<file path="src/rtl/adc_seq_pkg.sv">
// Shared types and constants for the ADC sequencing controller (adc_seq_ctrl).
package adc_seq_pkg;

    localparam int unsigned ADC_W = 8;

    typedef enum logic [1:0] {
        ST_CAL  = 2'd0,
        ST_MEAS = 2'd1,
        ST_HOLD = 2'd2
    } state_e;

    // Signed measurement result relative to the calibrated zero code.
    typedef struct packed {
        logic             neg;
        logic [ADC_W-1:0] mag;
    } res_t;

    function automatic int unsigned max_u(input int unsigned a, input int unsigned b);
        return (a > b) ? a : b;
    endfunction

endpackage

</file>
<file path="src/rtl/adc_clk_div.sv">
// ADC sample clock generator: 50% duty ad_clk plus a one-cycle strobe that
// marks the sys_clk cycle ending on the ad_clk rising edge.
module adc_clk_div #(
    parameter int unsigned CLK_DIV = 4
) (
    input  logic clk_i,
    input  logic rst_n_i,
    output logic ad_clk_o,
    output logic strobe_o
);

    localparam int unsigned     DIV_W    = $clog2(CLK_DIV);
    localparam logic [DIV_W-1:0] DIV_LAST = DIV_W'(CLK_DIV - 1);
    localparam logic [DIV_W-1:0] DIV_HALF = DIV_W'(CLK_DIV / 2);

    logic [DIV_W-1:0] div_cnt_q, div_cnt_d;
    logic             ad_clk_q, ad_clk_d;
    logic             strobe_q, strobe_d;

    // Outputs are decoded from the next count so they line up with div_cnt_q.
    always_comb begin
        div_cnt_d = (div_cnt_q == DIV_LAST) ? '0 : div_cnt_q + DIV_W'(1);
        ad_clk_d  = (div_cnt_d < DIV_HALF);
        strobe_d  = (div_cnt_d == DIV_LAST);
    end

    always_ff @(posedge clk_i or negedge rst_n_i) begin
        if (!rst_n_i) begin
            div_cnt_q <= '0;
            ad_clk_q  <= 1'b0;
            strobe_q  <= 1'b0;
        end else begin
            div_cnt_q <= div_cnt_d;
            ad_clk_q  <= ad_clk_d;
            strobe_q  <= strobe_d;
        end
    end

    assign ad_clk_o = ad_clk_q;
    assign strobe_o = strobe_q;

endmodule

</file>
<file path="src/rtl/adc_seq_ctrl.sv">
// ADC sequencing controller: zero-offset calibration, windowed averaging and
// valid/ready result delivery. ADC_OVR_CNT_EN adds the discarded-strobe counter.
module adc_seq_ctrl
    import adc_seq_pkg::*;
#(
    parameter int unsigned CLK_DIV      = 4,
    parameter int unsigned CAL_LEN_LOG2 = 10,
    parameter int unsigned AVG_LEN_LOG2 = 4
) (
    input  logic             sys_clk,
    input  logic             sys_rst_n,
    input  logic [ADC_W-1:0] ad_data,
    input  logic             recal,
    output logic             ad_clk,
    output logic             cal_done,
    output logic [ADC_W-1:0] zero_code,
    output logic             res_valid,
    input  logic             res_ready,
    output logic             res_neg,
    output logic [ADC_W-1:0] res_mag
`ifdef ADC_OVR_CNT_EN
    ,
    output logic [7:0]       ovr_cnt
`endif
);

    localparam int unsigned CNT_W = max_u(CAL_LEN_LOG2, AVG_LEN_LOG2);
    localparam int unsigned ACC_W = ADC_W + CNT_W;
    localparam logic [CNT_W-1:0] CAL_LAST = CNT_W'((32'd1 << CAL_LEN_LOG2) - 32'd1);
    localparam logic [CNT_W-1:0] AVG_LAST = CNT_W'((32'd1 << AVG_LEN_LOG2) - 32'd1);

    logic strobe;

    adc_clk_div #(
        .CLK_DIV (CLK_DIV)
    ) u_clk_div (
        .clk_i    (sys_clk),
        .rst_n_i  (sys_rst_n),
        .ad_clk_o (ad_clk),
        .strobe_o (strobe)
    );

    state_e           state_q, state_d;
    logic [ACC_W-1:0] acc_q, acc_d;
    logic [CNT_W-1:0] cnt_q, cnt_d;
    logic             cal_done_q, cal_done_d;
    logic [ADC_W-1:0] zero_q, zero_d;
    logic             valid_q, valid_d;
    res_t             res_q, res_d;
`ifdef ADC_OVR_CNT_EN
    logic [7:0]       ovr_q, ovr_d;
`endif

    logic [ACC_W-1:0] sum_c;
    logic [ADC_W-1:0] cal_avg_c, meas_avg_c, mag_c;
    logic [ADC_W:0]   diff_c;
    logic             last_c;

    // Datapath: running sum including the current strobe sample, and the
    // signed distance of the window average from the zero code.
    assign sum_c      = acc_q + ACC_W'(ad_data);
    assign cal_avg_c  = ADC_W'(sum_c >> CAL_LEN_LOG2);
    assign meas_avg_c = ADC_W'(sum_c >> AVG_LEN_LOG2);
    assign diff_c     = {1'b0, meas_avg_c} - {1'b0, zero_q};
    assign mag_c      = diff_c[ADC_W] ? ADC_W'(-diff_c) : diff_c[ADC_W-1:0];
    assign last_c     = (cnt_q == ((state_q == ST_CAL) ? CAL_LAST : AVG_LAST));

    always_comb begin
        state_d    = state_q;
        acc_d      = acc_q;
        cnt_d      = cnt_q;
        cal_done_d = cal_done_q;
        zero_d     = zero_q;
        valid_d    = valid_q;
        res_d      = res_q;
`ifdef ADC_OVR_CNT_EN
        ovr_d      = ovr_q;
`endif
        if (recal) begin
            // zero_q is kept until the new calibration pass finishes.
            state_d    = ST_CAL;
            acc_d      = '0;
            cnt_d      = '0;
            cal_done_d = 1'b0;
            valid_d    = 1'b0;
`ifdef ADC_OVR_CNT_EN
            ovr_d      = '0;
`endif
        end else begin
            case (state_q)
                ST_CAL: begin
                    if (strobe) begin
                        if (last_c) begin
                            zero_d     = cal_avg_c;
                            cal_done_d = 1'b1;
                            acc_d      = '0;
                            cnt_d      = '0;
                            state_d    = ST_MEAS;
                        end else begin
                            acc_d = sum_c;
                            cnt_d = cnt_q + CNT_W'(1);
                        end
                    end
                end
                ST_MEAS: begin
                    if (strobe) begin
                        if (last_c) begin
                            res_d.neg = diff_c[ADC_W];
                            res_d.mag = mag_c;
                            valid_d   = 1'b1;
                            acc_d     = '0;
                            cnt_d     = '0;
                            state_d   = ST_HOLD;
                        end else begin
                            acc_d = sum_c;
                            cnt_d = cnt_q + CNT_W'(1);
                        end
                    end
                end
                ST_HOLD: begin
                    // Strobes here are dropped, including one on the accept cycle.
`ifdef ADC_OVR_CNT_EN
                    if (strobe && (ovr_q != 8'hFF)) begin
                        ovr_d = ovr_q + 8'd1;
                    end
`endif
                    if (valid_q && res_ready) begin
                        valid_d = 1'b0;
                        acc_d   = '0;
                        cnt_d   = '0;
                        state_d = ST_MEAS;
                    end
                end
                default: begin
                    state_d = ST_CAL;
                    acc_d   = '0;
                    cnt_d   = '0;
                end
            endcase
        end
    end

    always_ff @(posedge sys_clk or negedge sys_rst_n) begin
        if (!sys_rst_n) begin
            state_q    <= ST_CAL;
            acc_q      <= '0;
            cnt_q      <= '0;
            cal_done_q <= 1'b0;
            zero_q     <= '0;
            valid_q    <= 1'b0;
            res_q      <= '0;
`ifdef ADC_OVR_CNT_EN
            ovr_q      <= '0;
`endif
        end else begin
            state_q    <= state_d;
            acc_q      <= acc_d;
            cnt_q      <= cnt_d;
            cal_done_q <= cal_done_d;
            zero_q     <= zero_d;
            valid_q    <= valid_d;
            res_q      <= res_d;
`ifdef ADC_OVR_CNT_EN
            ovr_q      <= ovr_d;
`endif
        end
    end

    assign cal_done  = cal_done_q;
    assign zero_code = zero_q;
    assign res_valid = valid_q;
    assign res_neg   = res_q.neg;
    assign res_mag   = res_q.mag;
`ifdef ADC_OVR_CNT_EN
    assign ovr_cnt   = ovr_q;
`endif

endmodule

</file>
<file path="config.mk">
export PLATFORM = sky130hd
export DESIGN_NAME = adc_seq_ctrl
export DESIGN_NICKNAME = d
export VERILOG_FILES = /design/src/rtl/adc_seq_pkg.sv /design/src/rtl/adc_clk_div.sv /design/src/rtl/adc_seq_ctrl.sv
export SDC_FILE = /design/constraint.sdc
export NUM_CORES = 1
export LEC_CHECK = 0
export BUFFER_PORTS_ARGS = -buffer_cell sky130_fd_sc_hd__buf_2
export CORE_ASPECT_RATIO = 1.25
export CORE_MARGIN = 4
export CORE_UTILIZATION = 54
export CTS_CLUSTER_DIAMETER = 80
export DETAILED_ROUTE_END_ITERATION = 10
export GPL_TIMING_DRIVEN = 0
export PLACE_DENSITY = 0.77
export SKIP_CTS_REPAIR_TIMING = 1
export SLEW_MARGIN = 25
export SYNTH_ARGS = -nofsm -noshare
export SYNTH_HDL_FRONTEND = slang
export SYNTH_SLANG_ARGS = --single-unit
</file>
<file path="constraint.sdc">
create_clock -name sys_clk -period 3.8 [get_ports sys_clk]
set_input_delay 0.57 -clock sys_clk [delete_from_list [all_inputs] [get_ports sys_clk]]
set_output_delay 0.57 -clock sys_clk [all_outputs]
set_load 0.01 [all_outputs]
</file>
# Word-level counts from Yosys, hierarchy flattened
# Index checks and enable logic that the tools add are counted.
[classes]
addsub = 5
order_cmp = 1
eq_ne = 11
mux = 27
n_bitwise = 1
reduce_logical = 13
[op_table]
columns = ["op", "n"]
rows = [
  ["two-way mux 18 bit", 4],
  ["two-way mux 10 bit", 5],
  ["case mux 18 bit (2 select lines)", 1],
  ["case mux 10 bit (2 select lines)", 1],
  ["adder 18 x 8 -> 18 bit", 1],
  ["two-way mux 2 bit", 7],
  ["AND reduction 4 bit", 3],
  ["adder 10 x 1 -> 10 bit, second input constant", 1],
  ["equality test 10 bit", 1],
  ["inequality test 3 bit, second input constant", 3],
  ["subtractor 8 x 8 -> 9 bit", 1],
  ["two-way mux 8 bit", 1],
  ["negation 8 bit", 1],
  ["equality test 2 bit, second input constant", 3],
  ["two-way mux 1 bit", 6],
  ["inequality test 3 x 2 -> 1 bit, second input constant", 2],
  ["case mux 2 bit (3 select lines)", 1],
  ["nonzero test 2 bit", 3],
  ["AND reduction 5 bit", 1],
  ["inequality test 3 x 1 -> 1 bit, second input constant", 1],
  ["AND reduction 3 bit", 1],
  ["nonzero test 3 bit", 1],
  ["adder 2 x 1 -> 2 bit, second input constant", 1],
  ["equality test 2 x 1 -> 1 bit, second input constant", 1],
  ["other kinds (7)", 7],
]
[totals]
register_bits = 53
input_bits = 12

# Longest topological paths before layout
# Gate-level depths: netlist (run 1).
[depth]
ltp_word = 7
depth_mapped = 15

# Hierarchy
# A second synthesis (run 1) with hierarchy kept.
[hier_totals]
cells_unflattened = 357
hier_area_um2 = 3203.1
[modules_own_cells]
columns = ["module", "n_inst", "cells_per_inst", "area_each_um2"]
rows = [
  ["adc_seq_ctrl", 1, 348, 3066.7],
  ["adc_clk_div", 1, 9, 136.4],
]

# Worst setup path before layout (run 1)
# OpenSTA, ideal clock, no wires.
[synth_timing]
path_kind = "input-to-reg"
start = "in ad_data[1]"
end = "reg res_q, in the netlist res_mag[7]"
arrival_time_ps = 3635
path_slack_ps = 33
cell_stages = 14
path_buffers = 0
path_cell_list = "ha_1 -> a21o_1 -> a21o_1 -> a2111o_1 -> a311o_1 -> nand2_1 -> xnor2_1 -> ha_1 -> or3_1 -> o221a_2 -> nor2_1 -> o31ai_1 -> xnor2_1 -> o21ai_1"
[synth_between]
elab_chain_len = 4
[synth_rtl]
columns = ["item", "line_no", "text"]
rows = [
  ["start: declaration", "adc_seq_ctrl.sv:12", "input logic [ADC_W-1:0] ad_data,"],
  ["adder 18 x 8 -> 18 bit (*)", "adc_seq_ctrl.sv:61", "assign sum_c = acc_q + ACC_W'(ad_data);"],
  ["subtractor 8 x 8 -> 9 bit (*)", "adc_seq_ctrl.sv:64", "assign diff_c = {1'b0, meas_avg_c} - {1'b0, zero_q};"],
  ["negation 8 bit", "adc_seq_ctrl.sv:65", "assign mag_c = diff_c[ADC_W] ? ADC_W'(-diff_c) : diff_c[ADC_W-1:0];"],
  ["two-way mux 8 bit (*)", "adc_seq_ctrl.sv:65", ""],
  ["end signal: assignment", "adc_seq_ctrl.sv:162", "res_q <= res_d;"],
  ["end: declaration", "adc_seq_ctrl.sv:49", "res_t res_q, res_d;"],
]
# Every way passes the cells marked *; elsewhere a longest branch is shown, timed or not.
# A chain may end at the register's enable or synchronous reset.

# Worst setup path in the final report (run 1)
[layout_timing]
start = "reg acc_q[0]"
end = "reg res_q, in the netlist res_mag[7]"
[layout_between]
elab_chain_len = 4
[layout_rtl]
columns = ["item", "line_no", "text"]
rows = [
  ["start: declaration", "adc_seq_ctrl.sv:44", "logic [ACC_W-1:0] acc_q, acc_d;"],
  ["start signal: assignment", "adc_seq_ctrl.sv:146", "acc_q <= '0;"],
  ["start signal: assignment", "adc_seq_ctrl.sv:157", "acc_q <= acc_d;"],
  ["adder 18 x 8 -> 18 bit (*)", "adc_seq_ctrl.sv:61", ""],
  ["subtractor 8 x 8 -> 9 bit (*)", "adc_seq_ctrl.sv:64", ""],
  ["negation 8 bit", "adc_seq_ctrl.sv:65", ""],
  ["two-way mux 8 bit (*)", "adc_seq_ctrl.sv:65", ""],
]
# Marks and branches as above.

==> impl_metrics.env, run 1 <==
export IMPL_criticalPathCategory="flop to flop"
export IMPL_via_per_inst=5.68
export IMPL_layout_drive_gt1_share_pct=20.8
export IMPL_routed_wl_mm=6.90
export IMPL_p_leak_nw=1.77
export IMPL_cts_tree="yes"
export IMPL_crit_required_ps=4000
export IMPL_synth_cell_types=51
export IMPL_n_fill_cell=483
export IMPL_r2r_worst_path_cells=14
export IMPL_setup_viol=0
export IMPL_clk_path_buf_depth=2
export IMPL_dp_cells=443
export IMPL_final_nets=428
export IMPL_antennaDiodeCount=0
export IMPL_row_count=31
export IMPL_r2r_start="acc_q[0]$_DFFE_PN0P_"
export IMPL_worstReg2RegEnd="res_mag[7]$_DFFE_PN0P_"
export IMPL_routedWlPerCell_um=15.0
export IMPL_cp_max_fo=4
export IMPL_yosys_warnings=0
export IMPL_synth_edff_count=0
export IMPL_cp_start_kind="flop"
export IMPL_final_common_cell="dfrtp_1"
export IMPL_clkTransAtPathRegs_ps=110
export IMPL_design_area_um2=3800
export IMPL_gp_congestion=0.868
export IMPL_pin_count=32
export IMPL_io_buffers=30
export IMPL_postRouteAntennaNets=0
export IMPL_grt_max_degree=54
export IMPL_synthArstFlopShare_pct=100
export IMPL_drc=0
export IMPL_status="finished clean"
export IMPL_hp_class="primary input to async pin"
export IMPL_ys_flop_type="dfrtp_1"
export IMPL_post_route_util_pct=65.3
export IMPL_cts_made_buffers=5
export IMPL_grt_pass1_vias=2477
export IMPL_drt_iter0_markers=178
export IMPL_worst_slew_pin_transition_ps=677
export IMPL_clock_sinks=53
export IMPL_finalClockSkew_ps=14.9
export IMPL_min_period_over_period_pct=96.7
export IMPL_ys_seq_elements=53
export IMPL_fmax_mhz=272
export IMPL_maxCapViolCount=0
export IMPL_dp_hpwl_mm=5.00
export IMPL_rrSetupSlack_ps=120
export IMPL_grt_ovfl_total=0
export IMPL_layout_min_cycle_time_ps=3680
export IMPL_drv_slew=0
export IMPL_synth_seq_area_share_pct=41.0
export IMPL_post_layout_nonfiller_instances=461
export IMPL_syn_inst=347
export IMPL_die_area_um2=7290
export IMPL_insertion_delay_ps=320
export IMPL_clockRootBuffer="clkbuf_8"
export IMPL_final_cell_mix="dfrtp_1 (53), nand2_1 (39), buf_2 (31)"
export IMPL_cellPowerDensity_nw_per_um2=734
export IMPL_setup_tns_ps=0
export IMPL_grtUsageTotal_pct=19.4
export IMPL_crit_path_end_kind="flop"
export IMPL_cp_arrival_ps=3880
export IMPL_netlist_area_um2=3230
export IMPL_fp_dieH_um=94.5
export IMPL_antenna_found_initial=0
export IMPL_via_count=2620
export IMPL_vdd_drop_max_mv=0.402
export IMPL_syn_area_per_cell_um2=9.31
export IMPL_grt_pass1_wl_mm=11.4
export IMPL_hold_viol=0
export IMPL_place_area_um2=3470
export IMPL_htree_num_levels=2
export IMPL_max_slew_margin_pct=54.9
export IMPL_synth_nets=381
export IMPL_drtPass1Iterations=6
export IMPL_core_area_um2=5820
export IMPL_fp_dieW_um=77.2
export IMPL_syn_to_final_growth_pct=17.6
export IMPL_initial_core_util_pct=55.5
==> worst max-delay path: stages, from the launching register on <==
cell and delay (ps):
dfrtp_1 400, ha_1 220, fa_1 430, a21oi_2 200, nor2_1 100, nor3_2 180
xnor2_2 200, ha_4 270, nor2b_1 130, a221oi_1 300, xnor2_1 190, or3_1 420
o31ai_2 280, xnor2_1 170, o21ai_1 90
==> where the power goes <==
group | internal (W) | switching [W]
Sequential | 0.000600 | 0.0000290
Combinational | 0.000821 | 0.000934
Clock | 0.000202 | 0.000203
==> state kept, by name, summed over array words and instances, names as in the netlist <==
name	cells
res_valid	1
u_clk_div.strobe_o	1
acc_q	18
u_clk_div.div_cnt_q	2
u_clk_div.ad_clk_o	1
state_q	2
cal_done	1
cnt_q	10
res_neg	1
zero_code	8
res_mag	8
==> final cells by class <==
cell class	instances	area, um2	area share (%)
Multi-Input combinational cell	266	1930	50.8
Sequential cell	53	1330	34.9
Timing Repair Buffer	40	228	5.99
Tap cell	66	82.6	2.17
Clock buffer	5	68.8	1.81
Inverter	16	60.1	1.58
Buffer	12	55.1	1.45
Clock inverter	3	50.0	1.32
==> logic make-up (layout without fill, tap and decap cells) <==
| family | count (synthesis) | count (layout) | synth area share, % |
|---|---|---|---|
| xor+xnor | 36 | 36 | 9.76 |
| compound gates | 92 | 92 | 18.4 |
| flops | 53 | 53 | 41.0 |
| mux | 3 | 3 | 1.28 |
| fa+ha+maj | 22 | 22 | 8.98 |
| simple gates | 113 | 113 | 17.0 |
| buf+inv | 28 | 76 | 3.56 |
==> cell usage after synthesis (all sizes together) (3+ instances only) <==
| cell | n | share of area [%] |
|---|---|---|
| a211oi | 4 | 0.93 |
| a21o | 6 | 1.4 |
| a21oi | 17 | 3.0 |
| a31oi | 4 | 0.77 |
| and3 | 3 | 0.58 |
| buf | 4 | 0.77 |
| clkbuf | 8 | 0.93 |
| dfrtp | 53 | 41 |
| ha | 20 | 7.7 |
| inv | 16 | 1.9 |
| mux2 | 3 | 1.3 |
| nand2 | 40 | 4.7 |
| nand2b | 4 | 0.77 |
| nand3 | 7 | 1.1 |
| nand4 | 4 | 0.77 |
| nor2 | 28 | 3.3 |
| nor2b | 6 | 1.2 |
| nor3 | 4 | 0.62 |
| nor4 | 3 | 0.58 |
| o21a | 4 | 0.93 |
| o21ai | 32 | 5.0 |
| o31ai | 12 | 2.8 |
| or3 | 4 | 0.77 |
| xnor2 | 17 | 4.6 |
| xor2 | 19 | 5.1 |
==> worst max path at each step <==
stage / startpoint / end / slack [ps] / cells after the start
floorplan: ad_data[1] / res_mag[7]$_DFFE_PN0P_ / 30 / 14
global placement: ad_data[0] / res_mag[7]$_DFFE_PN0P_ / -420 / 15
detailed placement: ad_data[0] / res_mag[7]$_DFFE_PN0P_ / -560 / 15
CTS: acc_q[0]$_DFFE_PN0P_ / res_mag[7]$_DFFE_PN0P_ / -250 / 14
global route: acc_q[1]$_DFFE_PN0P_ / res_mag[6]$_DFFE_PN0P_ / -20 / 15
finish: acc_q[0]$_DFFE_PN0P_ / res_mag[7]$_DFFE_PN0P_ / 120 / 14
==> per-layer routing <==
metal,up-vias,share of wire [%],GRT usage [%]
met4,0,1.1,4.90
met2,61,51,35.4
li1,1317,-,-
met3,5,4.1,3.05
met5,-,0,0
met1,1237,44,24.0
==> through the flow <==
step                      setup WS, ps  total power (W)  hold WS [ps]
after floorplan                   32.9          0.00169           274
after global placement            -420          0.00197           438
after detailed placement          -557          0.00200           445
after CTS                         -252          0.00241           299
after global routing             -18.6          0.00296           314
final                              125          0.00279           266
Power figures use the tool's default switching activity.
==> run 2, diff against run 1 <==
- CORE_ASPECT_RATIO: 1.25 -> not set
==> impl_metrics.env, run 2 (synthesis gave the netlist of run 1 again) <==
export IMPL_cellPowerDensity_nw_per_um2=709
export IMPL_worst_slew_pin_transition_ps=715
export IMPL_final_nets=423
export IMPL_routed_wl_mm=6.99
export IMPL_dp_cells=449
export IMPL_grt_pass1_vias=2492
export IMPL_row_count=27
export IMPL_regMostFlops="acc_q"
export IMPL_post_layout_nonfiller_instances=462
export IMPL_crit_required_ps=4030
export IMPL_clockRootBuffer="clkbuf_8"
export IMPL_htree_num_levels=2
export IMPL_grt_max_degree=54
export IMPL_n_fill_cell=468
export IMPL_clkTransAtPathRegs_ps=110
export IMPL_vdd_drop_max_mv=0.408
export IMPL_seq_power_share_pct=23.6
export IMPL_postRouteAntennaNets=0
export IMPL_pin_count=32
export IMPL_top_regs="acc_q: 18 flops, cnt_q: 10 flops"
export IMPL_p_clk_share_pct=15.4
export IMPL_p_int_w=0.00157
export IMPL_die_area_um2=7290
export IMPL_drv_slew=0
export IMPL_hp_class="primary input to async pin"
export IMPL_core_area_um2=5640
export IMPL_min_period_over_period_pct=96.4
export IMPL_worstPathCellList="ha_1 -> a21o_1 -> a21o_1 -> a21o_1 -> a21oi_2 -> xor2_2 -> inv_1 -> ha_1 -> nor2b_1 -> o2111a_1 -> a211oi_2 -> xnor2_1 -> or3_1 -> and3_1 -> o31ai_2"
export IMPL_io_buffers=30
export IMPL_cts_tree="yes"
export IMPL_grtUsageTotal_pct=19.2
export IMPL_antennaDiodeCount=0
export IMPL_slowest_delay_ps=420
export IMPL_fp_dieH_um=85.4
export IMPL_pwr_share_comb_pct=61.0
export IMPL_status="finished clean"
export IMPL_fp_dieW_um=85.4
export IMPL_cp_start_kind="flop"
export IMPL_critical_path_slowest_cell="dfrtp_1"
export IMPL_antenna_found_initial=0
export IMPL_max_slew_margin_pct=51.9
export IMPL_clock_sinks=53
export IMPL_via_per_inst=5.71
export IMPL_grt_pass1_wl_mm=11.4
export IMPL_drtPass1Iterations=4
export IMPL_cp_arrival_ps=3890
export IMPL_crit_path_end_kind="flop"
export IMPL_swShare_pct=41.1
export IMPL_dp_hpwl_mm=4.98
export IMPL_rrSetupSlack_ps=140
export IMPL_initial_core_util_pct=57.3
export IMPL_gp_congestion=0.828
export IMPL_finalClockSkew_ps=16.8
export IMPL_via_count=2640
export IMPL_crit_top_cell="a21o_1"
export IMPL_p_total_w=0.00267
export IMPL_drt_iter0_markers=159
export IMPL_maxCapViolCount=0
export IMPL_drc=0
export IMPL_hold_viol=0
export IMPL_cpLargestDelayFamily="compound AO/OA/AOI/OAI gates"
export IMPL_post_route_util_pct=66.7
export IMPL_clk_path_buf_depth=2
export IMPL_layout_drive_gt1_share_pct=19.5
export IMPL_largest_register_ffs=18
export IMPL_cp_max_fo=3
export IMPL_final_common_cell="dfrtp_1"
export IMPL_setup_viol=0
export IMPL_grt_ovfl_total=0
export IMPL_routedWlPerCell_um=15.1
export IMPL_layout_min_cycle_time_ps=3660
export IMPL_final_cell_mix="dfrtp_1 (53), nand2_1 (38), buf_2 (31)"
export IMPL_p_leak_nw=1.74
export IMPL_multiInputGateArea_um2=1920
export IMPL_criticalPathCategory="flop to flop"
export IMPL_syn_to_final_growth_pct=16.4
export IMPL_cts_made_buffers=5
export IMPL_insertion_delay_ps=320
export IMPL_rsz0062_at_grt="true"
export IMPL_power_switching_w=0.00110
export IMPL_fmax_mhz=273
export IMPL_seq_area_um2=1330
export IMPL_cp_num_buf_inv=1
run 2: cell count changes in the layout (fill, tap and decap cells not counted), sizes merged:
cell / before / now
inv: 17 / 16
clkbuf: 13 / 14
clkinv: 1 / 0
clkinvlp: 0 / 1
buf: 44 / 39
run 2: metal layers:
metal	track usage (%)	vias up	routed length (um)	share of wire (%)
met4	5.90	0	167	2.4
met5	0	-	0	0
met2	31.6	61	3360	48
met1	25.7	1255	3180	45
met3	3.59	14	291	4.2
li1	-	1310	-	-
run 2: worst paths after layout:
kind | from | endpoint | cells after the start
max | acc_q[1]$_DFFE_PN0P_ | res_mag[6]$_DFFE_PN0P_ | 15
min | sys_rst_n | cnt_q[7]$_DFFE_PN0P_ | 1
max reg2reg | acc_q[1]$_DFFE_PN0P_ | res_mag[6]$_DFFE_PN0P_ | 15
min reg2reg | u_clk_div.div_cnt_q[0]$_DFF_PN0_ | u_clk_div.div_cnt_q[0]$_DFF_PN0_ | 1
max in group asynchronous | sys_rst_n | res_mag[3]$_DFFE_PN0P_ | 1
min in group sys_clk | u_clk_div.div_cnt_q[0]$_DFF_PN0_ | u_clk_div.div_cnt_q[0]$_DFF_PN0_ | 1
run 2: power by group through the flow:
stage          Clock, W  Combinational [W]  Sequential [W]
5_1_grt        0.000442            0.00178        0.000636
3_5_place_dp          0            0.00128        0.000640
3_3_place_gp          0            0.00124        0.000639
2_1_floorplan         0            0.00106        0.000633
4_1_cts        0.000415            0.00129        0.000630
6_report       0.000411            0.00163        0.000631
run 2: per-stage QoR:
stage          TNS, ps  instance area (um2)  hold slack, ps  setup slack, ps
2_1_floorplan        0                 3230             274             32.9
3_3_place_gp     -3010                 3470             440             -494
3_5_place_dp     -3160                 3470             447             -492
4_1_cts          -1010                 3590             302             -198
5_1_grt           -248                 3760             310            -79.7
6_report             0                 3760             258              138
run 2: layout make-up:
type / instances / area share (%)
Buffer: 12 / 1.46
Clock buffer: 6 / 2.19
Clock inverter: 2 / 0.998
Inverter: 16 / 1.60
Multi-Input combinational cell: 266 / 51.0
Sequential cell: 53 / 35.3
Tap cell: 72 / 2.39
Timing Repair Buffer: 35 / 5.05
==> run 3, diff against run 2 <==
- PLACE_DENSITY: 0.77 -> not set
- PLACE_DENSITY_LB_ADDON: not set -> 0.1
- SLEW_MARGIN: 25 -> not set
==> impl_metrics.env, run 3 (synthesis gave the netlist of run 1 again) <==
export IMPL_clkTransAtPathRegs_ps=90
export IMPL_crit_required_ps=4020
export IMPL_grt_pass1_wl_mm=11.5
export IMPL_whs_ps=460
export IMPL_clk_path_buf_depth=2
export IMPL_layout_min_cycle_time_ps=3690
export IMPL_die_area_um2=7290
export IMPL_cp_max_fo=5
export IMPL_cpLargestDelayFamily="compound AO/OA/AOI/OAI gates"
export IMPL_initial_core_util_pct=57.3
export IMPL_seq_area_um2=1330
export IMPL_grtUsageTotal_pct=19.6
export IMPL_grtUsageMet1_pct=26.3
export IMPL_insertion_delay_ps=310
export IMPL_finalClockSkew_ps=10.6
export IMPL_gp_congestion=0.844
export IMPL_multiInputGateArea_um2=1920
export IMPL_clockRootBuffer="clkbuf_8"
export IMPL_worst_slew_pin_transition_ps=1180
export IMPL_drtPass1Iterations=4
export IMPL_place_area_um2=3470
export IMPL_routed_wl_mm=6.94
export IMPL_fmax_mhz=271
export IMPL_p_clk_share_pct=12.5
export IMPL_dp_hpwl_mm=5.01
export IMPL_r2r_worst_path_cells=14
export IMPL_cp_num_buf_inv=1
export IMPL_swShare_pct=40.9
export IMPL_grt_max_degree=54
export IMPL_crit_top_cell="a21o_1"
export IMPL_path_depth=14
export IMPL_setup_tns_ps=0
export IMPL_min_path_cells=1
export IMPL_final_cell_mix="dfrtp_1 (53), nand2_1 (39), buf_2 (32)"
export IMPL_routedWlPerCell_um=14.9
export IMPL_worstPathCellList="ha_1 -> a21o_1 -> a21o_1 -> a2111o_1 -> buf_4 -> a21oi_4 -> xnor2_2 -> ha_1 -> a21o_1 -> a211oi_2 -> xnor2_1 -> or3_4 -> and3_4 -> o31ai_2"
export IMPL_final_nets=427
export IMPL_drc=0
export IMPL_met2_usage_pct=32.1
export IMPL_fp_dieW_um=85.4
export IMPL_regMostFlops="acc_q"
export IMPL_final_common_cell="dfrtp_1"
export IMPL_p_leak_nw=1.74
export IMPL_setup_viol=0
export IMPL_via_count=2643
export IMPL_vdd_drop_max_mv=0.508
export IMPL_slowest_delay_ps=430
export IMPL_crit_path_end_kind="flop"
export IMPL_largest_register_ffs=18
export IMPL_hp_class="flop to flop"
export IMPL_syn_to_final_growth_pct=16.4
export IMPL_max_slew_margin_pct=21.5
export IMPL_pwr_share_comb_pct=63.7
export IMPL_htree_num_levels=2
export IMPL_post_layout_nonfiller_instances=465
export IMPL_drv_slew=0
export IMPL_grt_pass1_vias=2442
export IMPL_cp_start_kind="flop"
export IMPL_pin_count=32
export IMPL_antennaDiodeCount=0
export IMPL_status="finished clean"
export IMPL_cellPowerDensity_nw_per_um2=703
export IMPL_io_buffers=30
export IMPL_grt_ovfl_total=0
export IMPL_drt_iter0_markers=125
export IMPL_design_area_um2=3760
export IMPL_clock_sinks=53
export IMPL_maxCapViolCount=0
export IMPL_layout_drive_gt1_share_pct=20.1
export IMPL_row_count=27
export IMPL_critical_path_slowest_cell="dfrtp_1"
export IMPL_criticalPathCategory="flop to flop"
export IMPL_n_fill_cell=467
export IMPL_power_switching_w=0.00108
export IMPL_cp_arrival_ps=3900
export IMPL_fp_dieH_um=85.4
export IMPL_via_per_inst=5.68
export IMPL_dp_cells=449
export IMPL_cts_tree="yes"
export IMPL_p_total_w=0.00265
export IMPL_core_area_um2=5640
export IMPL_p_int_w=0.00156
export IMPL_met3_usage_pct=3.69
export IMPL_cts_made_buffers=5
export IMPL_top_regs="acc_q: 18 flops, cnt_q: 10 flops"
export IMPL_min_period_over_period_pct=97.0
export IMPL_antenna_found_initial=0
export IMPL_seq_power_share_pct=23.8
export IMPL_postRouteAntennaNets=0
export IMPL_hold_viol=0
export IMPL_grt_busiest_layer="met2"
-- run 3: per-stage QoR --
stage               setup WS (ps)  utilization, %
floorplan                    32.9               -
global placement             -464            61.5
detailed placement           -515            61.5
CTS                          -247            63.1
global route                -56.8            66.7
finish                        114            66.7
-- run 3: metal layers --
layer	up-vias	wire length, um
met3	10	302
li1	1315	-
met2	61	3310
met4	0	104
met5	-	0
met1	1257	3220
-- run 3: power groups by stage --
stage,combinational (W),sequential [W],clock (W)
after global routing,0.00187,0.000635,0.000360
after detailed placement,0.00127,0.000640,0
after floorplan,0.00106,0.000633,0
after global placement,0.00125,0.000638,0
after CTS,0.00128,0.000629,0.000336
final,0.00169,0.000629,0.000330
-- run 3: area by class of cell --
| type | count | share of cell area (%) |
|---|---|---|
| repair buffers | 39 | 5.79 |
| clock buffers | 6 | 2.19 |
| well taps | 72 | 2.39 |
| plain buffers | 12 | 1.46 |
| clock inverters | 1 | 0.200 |
| multi-input cells | 266 | 51.1 |
| inverters | 16 | 1.60 |
| flip-flops and latches | 53 | 35.3 |
-- run 3: worst reg2reg max path: cells and delay by family (launching register included) --
kind	cells	cell delay, ps
buffers and inverters	1	160
adders and majority gates	2	620
DFF	1	430
AOI/OAI and AO/OA	7	1570
xor gates and xnor gates	2	300
and+or+nand+nor	2	520
-- run 3: path summary, 6_finish.rpt --
| path | end | from | slack (ps) |
|---|---|---|---|
| max | res_mag[6]$_DFFE_PN0P_ | acc_q[1]$_DFFE_PN0P_ | 110 |
| min | u_clk_div.div_cnt_q[0]$_DFF_PN0_ | u_clk_div.div_cnt_q[0]$_DFF_PN0_ | 460 |
| max reg2reg | res_mag[6]$_DFFE_PN0P_ | acc_q[1]$_DFFE_PN0P_ | 110 |
| min reg2reg | u_clk_div.div_cnt_q[0]$_DFF_PN0_ | u_clk_div.div_cnt_q[0]$_DFF_PN0_ | 460 |
| max in group asynchronous | res_mag[5]$_DFFE_PN0P_ | sys_rst_n | 2590 |
| min in group asynchronous | state_q[0]$_DFFE_PN0P_ | sys_rst_n | 480 |
